[src/rtl/iprf_pend_scoreboard_pkg.sv]
// Common IPRF definitions shared by the rename-stage pending scoreboard.
// Holds the register-file sizing, the physical register index type and the write packet type.
package iprf_pend_scoreboard_pkg;

    localparam int IPRF_NUM_ENTS   = 64;
    localparam int IPRF_NUM_WRITES = 4;
    localparam int IPRF_PREG_W     = $clog2(IPRF_NUM_ENTS);

    typedef logic [IPRF_PREG_W-1:0] t_preg_idx;

    typedef struct packed {
        t_preg_idx pdst;
    } t_prf_wr_pkt;

endpackage

[src/rtl/pend_popcnt.sv]
// Parameterized population count of an N-bit vector.
module pend_popcnt #(
    parameter int N = 64,
    parameter int W = $clog2(N + 1)
) (
    input  logic [N-1:0] vec,
    output logic [W-1:0] cnt
);

    always_comb begin
        // NOTE: every always_comb output gets a default first so no path can infer a latch.
        cnt = '0;
        for (int i = 0; i < N; i++) begin
            cnt = cnt + W'(vec[i]);
        end
    end

endmodule

[src/rtl/iprf_pend_scoreboard.sv]
// Per-preg pending scoreboard feeding psrc1_pend/psrc2_pend of the rename packet.
// Optional macro IPRF_PEND_SB_BYPASS_EN: lookups also clear sources hit by a same-cycle IPRF write.
module iprf_pend_scoreboard
    import iprf_pend_scoreboard_pkg::*;
#(
    parameter int NUM_PREGS = IPRF_NUM_ENTS,
    parameter int NUM_WR    = IPRF_NUM_WRITES,
    parameter int PREG_W    = $clog2(NUM_PREGS)
) (
    input  logic              clk,
    input  logic              reset_n,
    input  logic              rn_alloc_en,
    input  logic [PREG_W-1:0] rn_alloc_pdst,
    input  logic [PREG_W-1:0] rn_psrc1,
    input  logic [PREG_W-1:0] rn_psrc2,
    output logic              rn_psrc1_pend,
    output logic              rn_psrc2_pend,
    input  logic [NUM_WR-1:0] iprf_wr_en_ro0,
    input  t_prf_wr_pkt       iprf_wr_pkt_ro0 [NUM_WR],
    input  logic              flush_en,
    input  logic [NUM_PREGS-1:0] flush_clr_vec,
    output logic [PREG_W:0]   pend_cnt,
    output logic              pend_sat
);

    logic [NUM_PREGS-1:0] pend_q;
    logic [NUM_PREGS-1:0] pend_d;
    logic [NUM_PREGS-1:0] wr_clr;
    logic [NUM_PREGS-1:0] flush_clr;
    logic [PREG_W:0]      cnt_d;
    logic                 sat_d;

    always_comb begin
        wr_clr = '0;
        for (int w = 0; w < NUM_WR; w++) begin
            if (iprf_wr_en_ro0[w]) begin
                wr_clr[iprf_wr_pkt_ro0[w].pdst] = 1'b1;
            end
        end
        flush_clr = flush_en ? flush_clr_vec : '0;

        // Alloc is applied last so it wins over a same-cycle write or flush clear.
        pend_d = pend_q & ~wr_clr & ~flush_clr;
        if (rn_alloc_en) begin
            pend_d[rn_alloc_pdst] = 1'b1;
        end
        pend_d[0] = 1'b0;
    end

    pend_popcnt #(
        .N (NUM_PREGS),
        .W (PREG_W + 1)
    ) u_popcnt (
        .vec (pend_d),
        .cnt (cnt_d)
    );

    assign sat_d = &pend_d[NUM_PREGS-1:1];

    // NOTE: sequential state uses non-blocking assignments; the whole flop vector resets, it is not a RAM.
    always_ff @(posedge clk or negedge reset_n) begin
        if (!reset_n) begin
            pend_q   <= '0;
            pend_cnt <= '0;
            pend_sat <= 1'b0;
        end else begin
            pend_q   <= pend_d;
            pend_cnt <= cnt_d;
            pend_sat <= sat_d;
        end
    end

`ifdef IPRF_PEND_SB_BYPASS_EN
    assign rn_psrc1_pend = pend_q[rn_psrc1] & ~wr_clr[rn_psrc1] & (rn_psrc1 != '0);
    assign rn_psrc2_pend = pend_q[rn_psrc2] & ~wr_clr[rn_psrc2] & (rn_psrc2 != '0);
`else
    assign rn_psrc1_pend = pend_q[rn_psrc1] & (rn_psrc1 != '0);
    assign rn_psrc2_pend = pend_q[rn_psrc2] & (rn_psrc2 != '0);
`endif

    a_alloc_not_zero: assert property (@(posedge clk) disable iff (!reset_n)
        rn_alloc_en |-> rn_alloc_pdst != '0);

    // A pending preg may only be re-allocated when the same cycle's write or flush frees it.
    a_alloc_not_pending: assert property (@(posedge clk) disable iff (!reset_n)
        rn_alloc_en |-> !(pend_q[rn_alloc_pdst] & ~wr_clr[rn_alloc_pdst] & ~flush_clr[rn_alloc_pdst]));

    for (genvar w = 0; w < NUM_WR; w++) begin : g_wr_chk
        a_wr_to_pending: assert property (@(posedge clk) disable iff (!reset_n)
            iprf_wr_en_ro0[w] |-> (pend_q[iprf_wr_pkt_ro0[w].pdst] ||
                                   (rn_alloc_en && rn_alloc_pdst == iprf_wr_pkt_ro0[w].pdst)));
    end

endmodule

[config.mk]
export PLATFORM = sky130hd
export DESIGN_NAME = iprf_pend_scoreboard
export DESIGN_NICKNAME = d
export VERILOG_FILES = /design/src/rtl/iprf_pend_scoreboard_pkg.sv /design/src/rtl/pend_popcnt.sv /design/src/rtl/iprf_pend_scoreboard.sv
export SDC_FILE = /design/constraint.sdc
export NUM_CORES = 1
export LEC_CHECK = 0
export ABC_AREA = 1
export CAP_MARGIN = 15
export CORE_AREA = 2 2 150 152
export DETAILED_ROUTE_END_ITERATION = 8
export DIE_AREA = 0 0 152 154
export GPL_TIMING_DRIVEN = 1
export PLACE_DENSITY = 0.66
export SYNTH_ARGS = -nofsm -noshare
export SYNTH_HDL_FRONTEND = slang
export SYNTH_HIERARCHICAL = 1
export SYNTH_SLANG_ARGS = --single-unit
[constraint.sdc]
create_clock -name clk -period 11.1 [get_ports clk]
set_input_delay 2.22 -clock clk [delete_from_list [all_inputs] [get_ports clk]]
set_output_delay 2.22 -clock clk [all_outputs]
set_load 0.01 [all_outputs]
==> reports/results.tsv, run 1 <==
stage	metric	value	unit
detailed_routing	wl_met1	19100	um
setup_path	critical_path_class	in -> reg	
layout	diodes	0	
global_route	grt_usage	38.9	%
global_route	grt_max_degree	72	
detailed_routing	vias	10200	
synthesis	synth-xor-area-share	0.306	%
floorplanning	fp.dieW	152	um
synthesis	synth_nets	1589	
global_route	grt_pass1_vias	9824	
synthesis	synth_mux_area_share	0	%
sta	fin_worst_skew	13.1	ps
layout	fin_util	47.9	%
setup_path	slowest_delay	770	ps
setup_path	worstReg2RegStart	pend_q[40]$_DFF_PN0_	
detailed_routing	drc	0	
detailed_routing	dr_wl_met2	19000	um
setup_path	cp_top_family	adder cells	
detailed_routing	antenna_left	0	
clock_tree	cts_sinks	71	
setup_path	crit_top_cell	fa_1	
layout	drive_gt1_share	3.42	%
layout	final-instance-count-excl-fill	1801	
synthesis	synthFlopType	dfrtp_1	
synthesis	synthAdderAreaFrac	15.2	%
detailed_routing	dr.first_iter.drc_count	1243	
layout	nFillCells	2302	
setup_path	r2r_slack	4550	ps
run_status	outcome	complete, no violations	
setup_path	worstRegToRegCells	23	
placement	gp_congestion	1.04	
power	p_leak	4.76	nW
floorplanning	die_h	154	um
global_route	antenna_found_initial	1	
sta	tightest_slew	1150	ps
layout	layout_common_cells	408 x nand2_1, 208 x inv_1, 208 x nor2_1	
setup_path	path_cells	clkdlybuf4s50_1 -> inv_1 -> nand2_1 -> nor2_1 -> nand2_1 -> nand4_1 -> nand2_1 -> fa_1 -> fa_1 -> inv_1 -> fa_1 -> inv_1 -> fa_1 -> inv_1 -> fa_1 -> fa_1 -> fa_1 -> fa_1 -> inv_1 -> ha_1 -> fa_1 -> nand3_1 -> nand2_1 -> xor2_1	
sta	finalCriticalPeriod	9330	ps
layout	final_common_cell	nand2_1	
clock_tree	clockRootBuffer	clkbuf_16	
sta	maxSlewViolCount	0	
setup_path	cp-start-kind	primary input	
power	powerDensity	89.8	mW/mm^2
placement	place_hpwl	37400	um
synthesis	synth-simple-area-share	38.4	%
setup_path	cp_num_cells	24	
synthesis	synth_edf_count	0	
floorplanning	start_util	39.6	%
synthesis	yosysSeqAreaShare	20.7	%
placement	dpl.cell_count	1785	
setup_path	endpoint_kind	flop	
setup_path	crit_path_end	pend_cnt[4]$_DFF_PN0_	
synthesis	synth_area	0.00858	sq mm
setup_path	slowest_stage	nor2_1	
clock_tree	postCtsSetupBuffers	0	
detailed_routing	top_layer_used	met5	
sta	setup_tns	0	ps
clock_tree	cts_tree	built	
synthesis	yosys_warnings	6	
clock_tree	cts_hold_buf	0	
sta	slew-limit-headroom	23.4	%
flow_run	cap_viol_max_count	0	
clock_tree	cts_max_path_buffers	2	
floorplanning	dieArea	0.0234	sq mm
clock_tree	clk_pin_slew	60	ps
detailed_routing	viasPerCell	5.64	
detailed_routing	dr_wl_met3	5020	um
setup_path	path_buf_inv	6	
sta	hold_viol	0	
clock_tree	numCtsBuffers	9	
synthesis	synth_top_family_by_area	simple AND/OR/NAND/NOR gates	
detailed_routing	drt-pass1-iter-count	7	
setup_path	crit_required	11350	ps
floorplanning	pin_count	124	
sta	whs	751	ps
setup_path	cp_max_fo	10	
floorplanning	coreArea	0.0217	sq mm
setup_path	r2r_end	pend_cnt[4]$_DFF_PN0_	
synthesis	ys_async_sr_fraction	100	%
synthesis	postSynthAreaPerCell	6.12	sq um
synthesis	synth_compound_gate_area_share	14.2	%
worst_hold_path	hold_path.class	reg -> reg	
floorplanning	rows	54	
setup_path	crit_arrival	9570	ps
power	vdd_drop_max	0.0860	mV
clock_tree	cts-resized-gates	0	
clock_tree	htreeDepth	3	
layout	nets	1702	
sta	timing.fmax	107	MHz
clock_tree	clk_latency	360	ps
synthesis	synth_cells	1403	
placement	io_buffers	122	
global_route	grt_pass1_wl	66200	um
sta	timing.final.crit_share	84.0	%
global_route	overflow	0	
synthesis	ys_ff_latch	71	
detailed_routing	wl_per_cell	25.3	um
detailed_routing	totalWireLength	45500	um
sta	setup_viol	0	
setup_path	cp-startpoint	iprf_wr_pkt_ro0[12]	
sta	rsz0062_at_grt	no	
layout	area_delta_synth_final	21.0	%
synthesis	synth_cell_types	34	
cell type report:
class	count	area, sq um	area share (%)
Timing Repair Buffer	136	1320	12.7
Clock buffer	12	246	2.37
Clock inverter	4	31.3	0.301
Multi-Input combinational cell	1082	5850	56.3
Inverter	216	811	7.81
Sequential cell	71	1780	17.1
Tap cell	280	350	3.37
through the flow:
| step | worst slack [ps] | area (sq um) | power [mW] |
|---|---|---|---|
| after floorplan | 2840 | 8580 | 0.472 |
| after global placement | 1580 | 10100 | 0.633 |
| after detailed placement | 1490 | 10100 | 0.637 |
| after CTS | 1820 | 10400 | 0.925 |
| after global routing | 1500 | 10400 | 0.980 |
| final | 1770 | 10400 | 0.932 |
sequential cells by signal (all words and copies together) (netlist names):
name and cells:
pend_q 63, pend_cnt 7, pend_sat 1
worst min-delay path by stage:
stage                          from              endpoint  slack (ps)  cells after the start
2_1_floorplan  pend_q[47]$_DFF_PN0_  pend_q[47]$_DFF_PN0_         590                      2
3_3_place_gp   pend_q[39]$_DFF_PN0_  pend_q[39]$_DFF_PN0_         690                      2
3_5_place_dp   pend_q[39]$_DFF_PN0_  pend_q[39]$_DFF_PN0_         720                      2
4_1_cts        pend_q[39]$_DFF_PN0_  pend_q[39]$_DFF_PN0_         730                      2
5_1_grt        pend_q[39]$_DFF_PN0_  pend_q[39]$_DFF_PN0_         770                      2
6_report       pend_q[39]$_DFF_PN0_  pend_q[39]$_DFF_PN0_         750                      2
tightest hold or removal path: cells and delay by family (launching register included):
family / cells / cell delay, ps
DFF: 1 / 460
and+or+nand+nor: 1 / 140
AOI/OAI and AO/OA: 1 / 100
synth_stat cells, types with 2 or more instances:
master | instances | area (sq um)
o211ai_1 | 22 | 165
nor2_2 | 2 | 12.5
inv_1 | 208 | 781
buf_2 | 9 | 45.0
o22ai_1 | 10 | 62.6
clkbuf_1 | 23 | 86.3
a211oi_1 | 2 | 15.0
nor2_1 | 208 | 781
o2111ai_1 | 2 | 17.5
ha_1 | 18 | 225
o21a_1 | 2 | 15.0
nor3_2 | 2 | 20.0
a22oi_1 | 4 | 30.0
nand4_1 | 31 | 194
nor3_4 | 6 | 97.6
o21ai_0 | 84 | 420
xor2_1 | 3 | 26.3
o21ai_2 | 2 | 17.5
a21boi_0 | 3 | 22.5
nand2_1 | 408 | 1530
nand3_1 | 117 | 586
inv_2 | 8 | 30.0
fa_1 | 54 | 1080
a21oi_1 | 87 | 435
nor3_1 | 7 | 35.0
o21ai_1 | 3 | 15.0
dfrtp_1 | 71 | 1780
cell families (layout without fill, tap and decap cells):
| logic type | after synthesis | after routing |
|---|---|---|
| compound gates | 221 | 221 |
| xor+xnor | 3 | 3 |
| fa+ha+maj | 72 | 72 |
| buf+inv | 250 | 368 |
| flops | 71 | 71 |
| other cells | 1 | 1 |
| simple gates | 785 | 785 |
routing by layer:
metal  up-vias  global-route usage [%]
met2       633                    58.3
met1      4725                    53.0
met5         -                       0
li1       4692                       -
met4         2                    17.5
met3       108                    9.95
power breakdown:
part | total (mW) | switching, mW | internal (mW)
Clock | 0.292 | 0.133 | 0.159
Sequential | 0.281 | 0.00854 | 0.272
Combinational | 0.359 | 0.222 | 0.137
Power figures use the tool's default switching activity.
==> inputs of run 2 (changes only) <==
--- a/config.mk
+++ b/config.mk
@@ -11,7 +11,7 @@
 export DETAILED_ROUTE_END_ITERATION = 8
 export DIE_AREA = 0 0 152 154
 export GPL_TIMING_DRIVEN = 1
-export PLACE_DENSITY = 0.66
+export PLACE_DENSITY = 0.68
 export SYNTH_ARGS = -nofsm -noshare
 export SYNTH_HDL_FRONTEND = slang
 export SYNTH_HIERARCHICAL = 1
==> constraint.sdc (replaced) <==
create_clock -name clk -period 7.7 [get_ports clk]
set_input_delay 1.54 -clock clk [delete_from_list [all_inputs] [get_ports clk]]
set_output_delay 1.54 -clock clk [all_outputs]
set_load 0.01 [all_outputs]
==> run 2 against run 1 <==
Sequential share of layout area is 3.5 points lower. Via count is 13% higher. Flip-flop and latch count stayed put. Critical path type unchanged. Critical endpoint unchanged. Largest power group unchanged. Highest routed layer unchanged.
==> reports/results.tsv, run 2 (synthesis gave the netlist of run 1 again) <==
stage	metric	value	unit
global_route	grtUsageMet3	9.41	%
sta	whs	734	ps
detailed_routing	wl_per_cell	22.2	um
placement	dpl.cell_count	2062	
setup_path	critical_path_class	in -> reg	
clock_tree	cts_sinks	71	
power	power.net_switching	0.546	mW
placement	io_buffers	122	
worst_hold_path	min_path_cells	2	
global_route	overflow	0	
clock_tree	clk_pin_slew	70	ps
placement	place_ws	-696	ps
global_route	use_met2	58.9	%
sta	fin_worst_skew	11.6	ps
setup_path	crit_arrival	7750	ps
clock_tree	cts_hold_buf	0	
power	seqPwrFrac	28.3	%
sta	rsz0062_at_grt	no	
sta	hold_viol	0	
sta	timing.final.crit_share	97.6	%
setup_path	cp-startpoint	iprf_wr_en_ro0[3]	
global_route	grt_max_degree	72	
layout	nets	1989	
setup_path	r2r_slack	1400	ps
detailed_routing	dr.first_iter.drc_count	1358	
power	p_sw_share	38.2	%
setup_path	r2r_end	pend_cnt[4]$_DFF_PN0_	
layout	fin_util	60.0	%
setup_path	endpoint_kind	flop	
placement	place_area	0.0122	sq mm
detailed_routing	antenna_left	0	
setup_path	worstRegToRegCells	23	
layout	final-instance-count-excl-fill	2090	
layout	area_delta_synth_final	51.7	%
power	finalPower	1.43	mW
setup_path	crit_top_cell	fa_1	
clock_tree	cts_max_path_buffers	2	
setup_path	path_cells	dlygate4sd2_1 -> inv_1 -> nor2_1 -> nand2_1 -> buf_4 -> nor2_2 -> nor2_1 -> nand3_1 -> nand2_1 -> fa_1 -> inv_1 -> fa_1 -> fa_1 -> fa_1 -> fa_1 -> fa_1 -> fa_1 -> fa_1 -> inv_1 -> ha_2 -> fa_2 -> nand3_1 -> nand2_1 -> xor2_1	
run_status	outcome	complete, no violations	
sta	setup_tns	0	ps
sta	timing.fmax	133	MHz
power	vdd_drop_max	0.0962	mV
floorplanning	pin_count	124	
power	powerDensity	110	mW/mm^2
clock_tree	clk_latency	360	ps
power	p_int	0.884	mW
setup_path	cp_max_fo	3	
setup_path	crit_required	7940	ps
detailed_routing	totalWireLength	46400	um
power	clockPowerShare	29.7	%
setup_path	slowest_delay	680	ps
worst_hold_path	hold_path.class	reg -> reg	
clock_tree	numCtsBuffers	9	
sta	maxSlewViolCount	0	
sta	finalCriticalPeriod	7510	ps
floorplanning	fp.dieW	152	um
layout	layout_common_cells	388 x nand2_1, 290 x buf_4, 185 x inv_1	
detailed_routing	drc	0	
setup_path	crit_path_end	pend_cnt[4]$_DFF_PN0_	
setup_path	cp-start-kind	primary input	
placement	place_hpwl	39500	um
global_route	grt_pass1_wl	66800	um
power	power_frac_comb	42.0	%
layout	largest_registers	pend_q: 63 flops, pend_cnt: 7 flops, pend_sat: 1 flops	
global_route	grt_usage	39.0	%
clock_tree	clockRootBuffer	clkbuf_16	
global_route	busiest_layer	met2	
layout	largest_reg_flops	63	
detailed_routing	vias	11400	
power	p_leak	6.46	nW
layout	top_register	pend_q	
floorplanning	die_h	154	um
sta	slew-limit-headroom	22.4	%
setup_path	slowest_stage	fa_1	
floorplanning	coreArea	0.0217	sq mm
layout	fin_area	0.0130	sq mm
detailed_routing	drt-pass1-iter-count	6	
floorplanning	dieArea	0.0234	sq mm
sta	setup_viol	0	
layout	final_common_cell	nand2_1	
clock_tree	cts_tree	built	
detailed_routing	viasPerCell	5.48	
sta	tightest_slew	1160	ps
clock_tree	htreeDepth	3	
layout	drive_gt1_share	24.7	%
setup_path	worstReg2RegStart	pend_q[1]$_DFF_PN0_	
floorplanning	start_util	39.6	%
sta	fin_ws	186	ps
floorplanning	rows	54	
global_route	grtUsageMet1	51.9	%
layout	nFillCells	2139	
placement	gp_congestion	1.15	
flow_run	cap_viol_max_count	0	
global_route	antenna_found_initial	1	
global_route	grt_pass1_vias	10900	
-- run 2: critical path, delay by kind of cell --
kind                       cells  cell delay, ps
and+or+nand+nor                8             830
xor gates and xnor gates       1             150
buffers and inverters          5             650
adders and majority gates     10            4590
-- run 2: layout make-up --
cell class                      count  area (sq um)  share of cell area [%]
Tap cell                          280           350                    2.69
Multi-Input combinational cell   1082          6170                    47.4
Inverter                          216           817                    6.28
Timing Repair Buffer              423          3610                    27.7
Antenna cell                        2          5.00                  0.0385
Sequential cell                    71          1780                    13.7
Clock buffer                        9           225                    1.73
Clock inverter                      7          61.3                   0.471
-- run 2: worst min path at each step --
stage | slack [ps] | start | end
after floorplan | 590 | pend_q[47]$_DFF_PN0_ | pend_q[47]$_DFF_PN0_
after global placement | 690 | pend_q[39]$_DFF_PN0_ | pend_q[39]$_DFF_PN0_
after detailed placement | 700 | pend_q[39]$_DFF_PN0_ | pend_q[39]$_DFF_PN0_
after CTS | 710 | pend_q[39]$_DFF_PN0_ | pend_q[39]$_DFF_PN0_
after global routing | 760 | pend_q[39]$_DFF_PN0_ | pend_q[39]$_DFF_PN0_
final | 730 | pend_q[39]$_DFF_PN0_ | pend_q[39]$_DFF_PN0_
-- run 2: per-layer routing --
metal | wire length [um] | up-vias
li1 | - | 5270
met1 | 18700 | 5264
met2 | 19400 | 753
met3 | 5470 | 157
met4 | 2790 | 2
met5 | 9 | -
-- run 2: what timing repair did --
item | CTS | global route
pin swaps | 12 | 18
resized for setup | 53 | 114
gates cloned | 0 | 0
setup buffers | 3 | 8
setup endpoints to repair | 6 | 6
-- run 2: power groups by stage --
stage / registers, mW / logic, mW / clock network (mW)
3_5_place_dp: 0.410 / 0.566 / 0
6_report: 0.404 / 0.600 / 0.425
4_1_cts: 0.403 / 0.581 / 0.428
5_1_grt: 0.405 / 0.660 / 0.443
3_3_place_gp: 0.410 / 0.561 / 0
2_1_floorplan: 0.410 / 0.270 / 0
==> inputs of run 3 (changes only) <==
--- a/config.mk
+++ b/config.mk
@@ -7,11 +7,11 @@
 export LEC_CHECK = 0
 export ABC_AREA = 1
 export CAP_MARGIN = 15
-export CORE_AREA = 2 2 150 152
+export CORE_AREA = 2 2 133 135
 export DETAILED_ROUTE_END_ITERATION = 8
-export DIE_AREA = 0 0 152 154
+export DIE_AREA = 0 0 135 137
 export GPL_TIMING_DRIVEN = 1
-export PLACE_DENSITY = 0.68
+export PLACE_DENSITY = 0.83
 export SYNTH_ARGS = -nofsm -noshare
 export SYNTH_HDL_FRONTEND = slang
 export SYNTH_HIERARCHICAL = 1
==> run 3 against run 2 <==
The run now ends with DRC left. Clock power hardly changed. Highest routed layer unchanged. Hold slack worse by 20 ps. Count of clock-buffer cells in the layout is 2 higher. Design area is 0.25% higher.
==> reports/results.tsv, run 3 (synthesis gave the netlist of run 1 again) <==
stage	metric	value	unit
detailed_routing	vias	12100	
setup_path	path_cells	dlygate4sd2_1 -> inv_1 -> nor2_1 -> nand2_2 -> buf_4 -> nor2_2 -> nor2_1 -> nand3_1 -> nand2_1 -> fa_2 -> inv_1 -> fa_1 -> fa_1 -> fa_1 -> fa_1 -> fa_1 -> fa_1 -> fa_1 -> inv_1 -> ha_2 -> fa_2 -> nand3_2 -> nand2_2 -> xor2_1	
clock_tree	htreeDepth	3	
floorplanning	dieArea	0.0185	sq mm
global_route	grt_pass1_vias	11100	
clock_tree	numCtsBuffers	9	
sta	tightest_slew	1170	ps
global_route	overflow	0	
global_route	grt_pass1_wl	64700	um
sta	timing.fmax	131	MHz
detailed_routing	drt-pass1-iter-count	9	
setup_path	worstReg2RegStart	pend_q[1]$_DFF_PN0_	
global_route	antenna_found_initial	0	
layout	drive_gt1_share	25.3	%
layout	layout_common_cells	384 x nand2_1, 283 x buf_4, 185 x inv_1	
placement	gp_congestion	1.17	
detailed_routing	viasPerCell	5.92	
floorplanning	rows	48	
detailed_routing	drc	5	
layout	seq_area	0.00178	sq mm
floorplanning	coreArea	0.0171	sq mm
clock_tree	clk_pin_slew	60	ps
setup_path	r2r_slack	1370	ps
floorplanning	pin_count	124	
run_status	failed_checks	DRC	
flow_run	cap_viol_max_count	0	
floorplanning	fp.dieW	135	um
setup_path	critical_path_class	in -> reg	
worst_hold_path	min_path_cells	2	
power	finalPower	1.46	mW
setup_path	slowest_stage	fa_2	
clock_tree	clk_latency	360	ps
sta	fin_worst_skew	3.98	ps
layout	area_delta_synth_final	52.0	%
layout	final_common_cell	nand2_1	
setup_path	path_buf_inv	5	
clock_tree	cts_tree	built	
setup_path	crit_required	7940	ps
detailed_routing	dr.first_iter.drc_count	1943	
layout	top_register	pend_q	
sta	finalCriticalPeriod	7640	ps
sta	setup_viol	0	
floorplanning	start_util	50.3	%
layout	multi_input_area	0.00623	sq mm
clock_tree	clockRootBuffer	clkbuf_16	
layout	nets	1990	
detailed_routing	totalWireLength	45600	um
global_route	grt_usage	48.8	%
placement	place_hpwl	36800	um
power	p_leak	6.47	nW
power	vdd_drop_max	0.129	mV
detailed_routing	antenna_left	0	
placement	io_buffers	122	
detailed_routing	wl_per_cell	22.4	um
run_status	outcome	finished, violations left	
clock_tree	cts_max_path_buffers	2	
worst_hold_path	hold_path.class	reg -> reg	
floorplanning	die_h	137	um
worst_hold_path	hold_start	pend_q[39]$_DFF_PN0_	
setup_path	cp-start-kind	primary input	
sta	whs	713	ps
layout	largest_reg_flops	63	
setup_path	r2r_end	pend_cnt[4]$_DFF_PN0_	
global_route	grt_max_degree	72	
sta	hold_viol	0	
clock_tree	cts_hold_buf	0	
power	powerDensity	112	mW/mm^2
sta	timing.final.crit_share	99.2	%
setup_path	cp_top_family	adder cells	
setup_path	slowest_delay	640	ps
layout	largest_registers	pend_q: 63 flops, pend_cnt: 7 flops, pend_sat: 1 flops	
setup_path	crit_arrival	7880	ps
setup_path	endpoint_kind	flop	
clock_tree	cts_sinks	71	
worst_hold_path	hold_end	pend_q[39]$_DFF_PN0_	
layout	nFillCells	1357	
sta	slew-limit-headroom	22.1	%
setup_path	cp_max_fo	5	
setup_path	crit_top_cell	fa_1	
setup_path	worstRegToRegCells	23	
sta	maxSlewViolCount	0	
sta	rsz0062_at_grt	yes	
-- run 3: cell count changes in the layout (fill, tap and decap cells not counted), moves of 2 or more --
cell,previous run,this run
nand2_2,19,24
nand3_2,13,20
nand2_1,388,384
dlygate4sd2_1,6,4
buf_6,7,14
a21oi_1,83,81
buf_4,290,283
nor2_1,177,184
diode_2,2,5
a21oi_2,3,5
nand3_1,103,95
nor2_2,25,17
clkbuf_8,0,2
-- run 3: per-stage QoR --
step,setup slack (ps),TNS [ps],area [sq um],utilization (%),cells
floorplan,122,0,8580,-,1403
global placement,-541,-2490,12100,71.0,1998
detailed placement,-665,-3330,12100,71.0,1998
CTS,-4.92,-4.92,12500,73.6,2020
global route,-70.5,-140,13000,76.4,2034
finish,63.1,0,13000,76.5,2039
-- run 3: where the power goes --
| group | internal (mW) | total (mW) | switching (mW) |
|---|---|---|---|
| logic | 0.278 | 0.633 | 0.355 |
| clock network | 0.238 | 0.426 | 0.187 |
| registers | 0.392 | 0.404 | 0.0121 |
-- run 3: final cells by class --
| cell class | instances | area share [%] |
|---|---|---|
| multi-input combinational | 1082 | 47.7 |
| timing repair buffer | 424 | 27.9 |
| sequential | 71 | 13.6 |
| inverter | 216 | 6.28 |
| tap | 225 | 2.16 |
| clock buffer | 11 | 1.94 |
| clock inverter | 5 | 0.297 |
| antenna | 5 | 0.0959 |
-- run 3: worst register-to-register path: stages, from the launching register on --
cell	delay, ps
dfrtp_1	360
inv_1	270
a21oi_1	140
o21ai_2	100
o22ai_2	110
fa_1	500
inv_1	50
fa_2	580
inv_1	80
fa_1	500
inv_1	50
fa_1	510
inv_1	50
fa_1	470
inv_1	50
fa_1	520
fa_1	440
fa_1	490
inv_1	40
ha_2	180
fa_2	370
nand3_2	100
nand2_2	80
xor2_1	150
-- run 3: worst max path at each step --
stage | from | endpoint | slack, ps | cells after the start
2_1_floorplan | flush_en | pend_cnt[4]$_DFF_PN0_ | 120 | 26
4_1_cts | iprf_wr_pkt_ro0[1] | pend_cnt[5]$_DFF_PN0_ | -5 | 25
6_report | iprf_wr_en_ro0[1] | pend_cnt[4]$_DFF_PN0_ | 60 | 24
5_1_grt | iprf_wr_en_ro0[2] | pend_cnt[6]$_DFF_PN0_ | -70 | 26
3_3_place_gp | iprf_wr_pkt_ro0[1] | pend_cnt[4]$_DFF_PN0_ | -540 | 25
3_5_place_dp | iprf_wr_en_ro0[3] | pend_cnt[4]$_DFF_PN0_ | -670 | 27
-- run 3: timing repair --
item / CTS / global route
pin swaps: 13 / 23
setup endpoints to repair: 6 / 6
buffers inserted: 6 / 14
gates resized for setup: 54 / 133
-- run 3: per-layer routing --
layer / global-route usage [%] / wire [um]
met5: 0 / 67
met2: 72.8 / 18900
met3: 17.7 / 6900
met1: 60.2 / 16100
met4: 30.0 / 3660
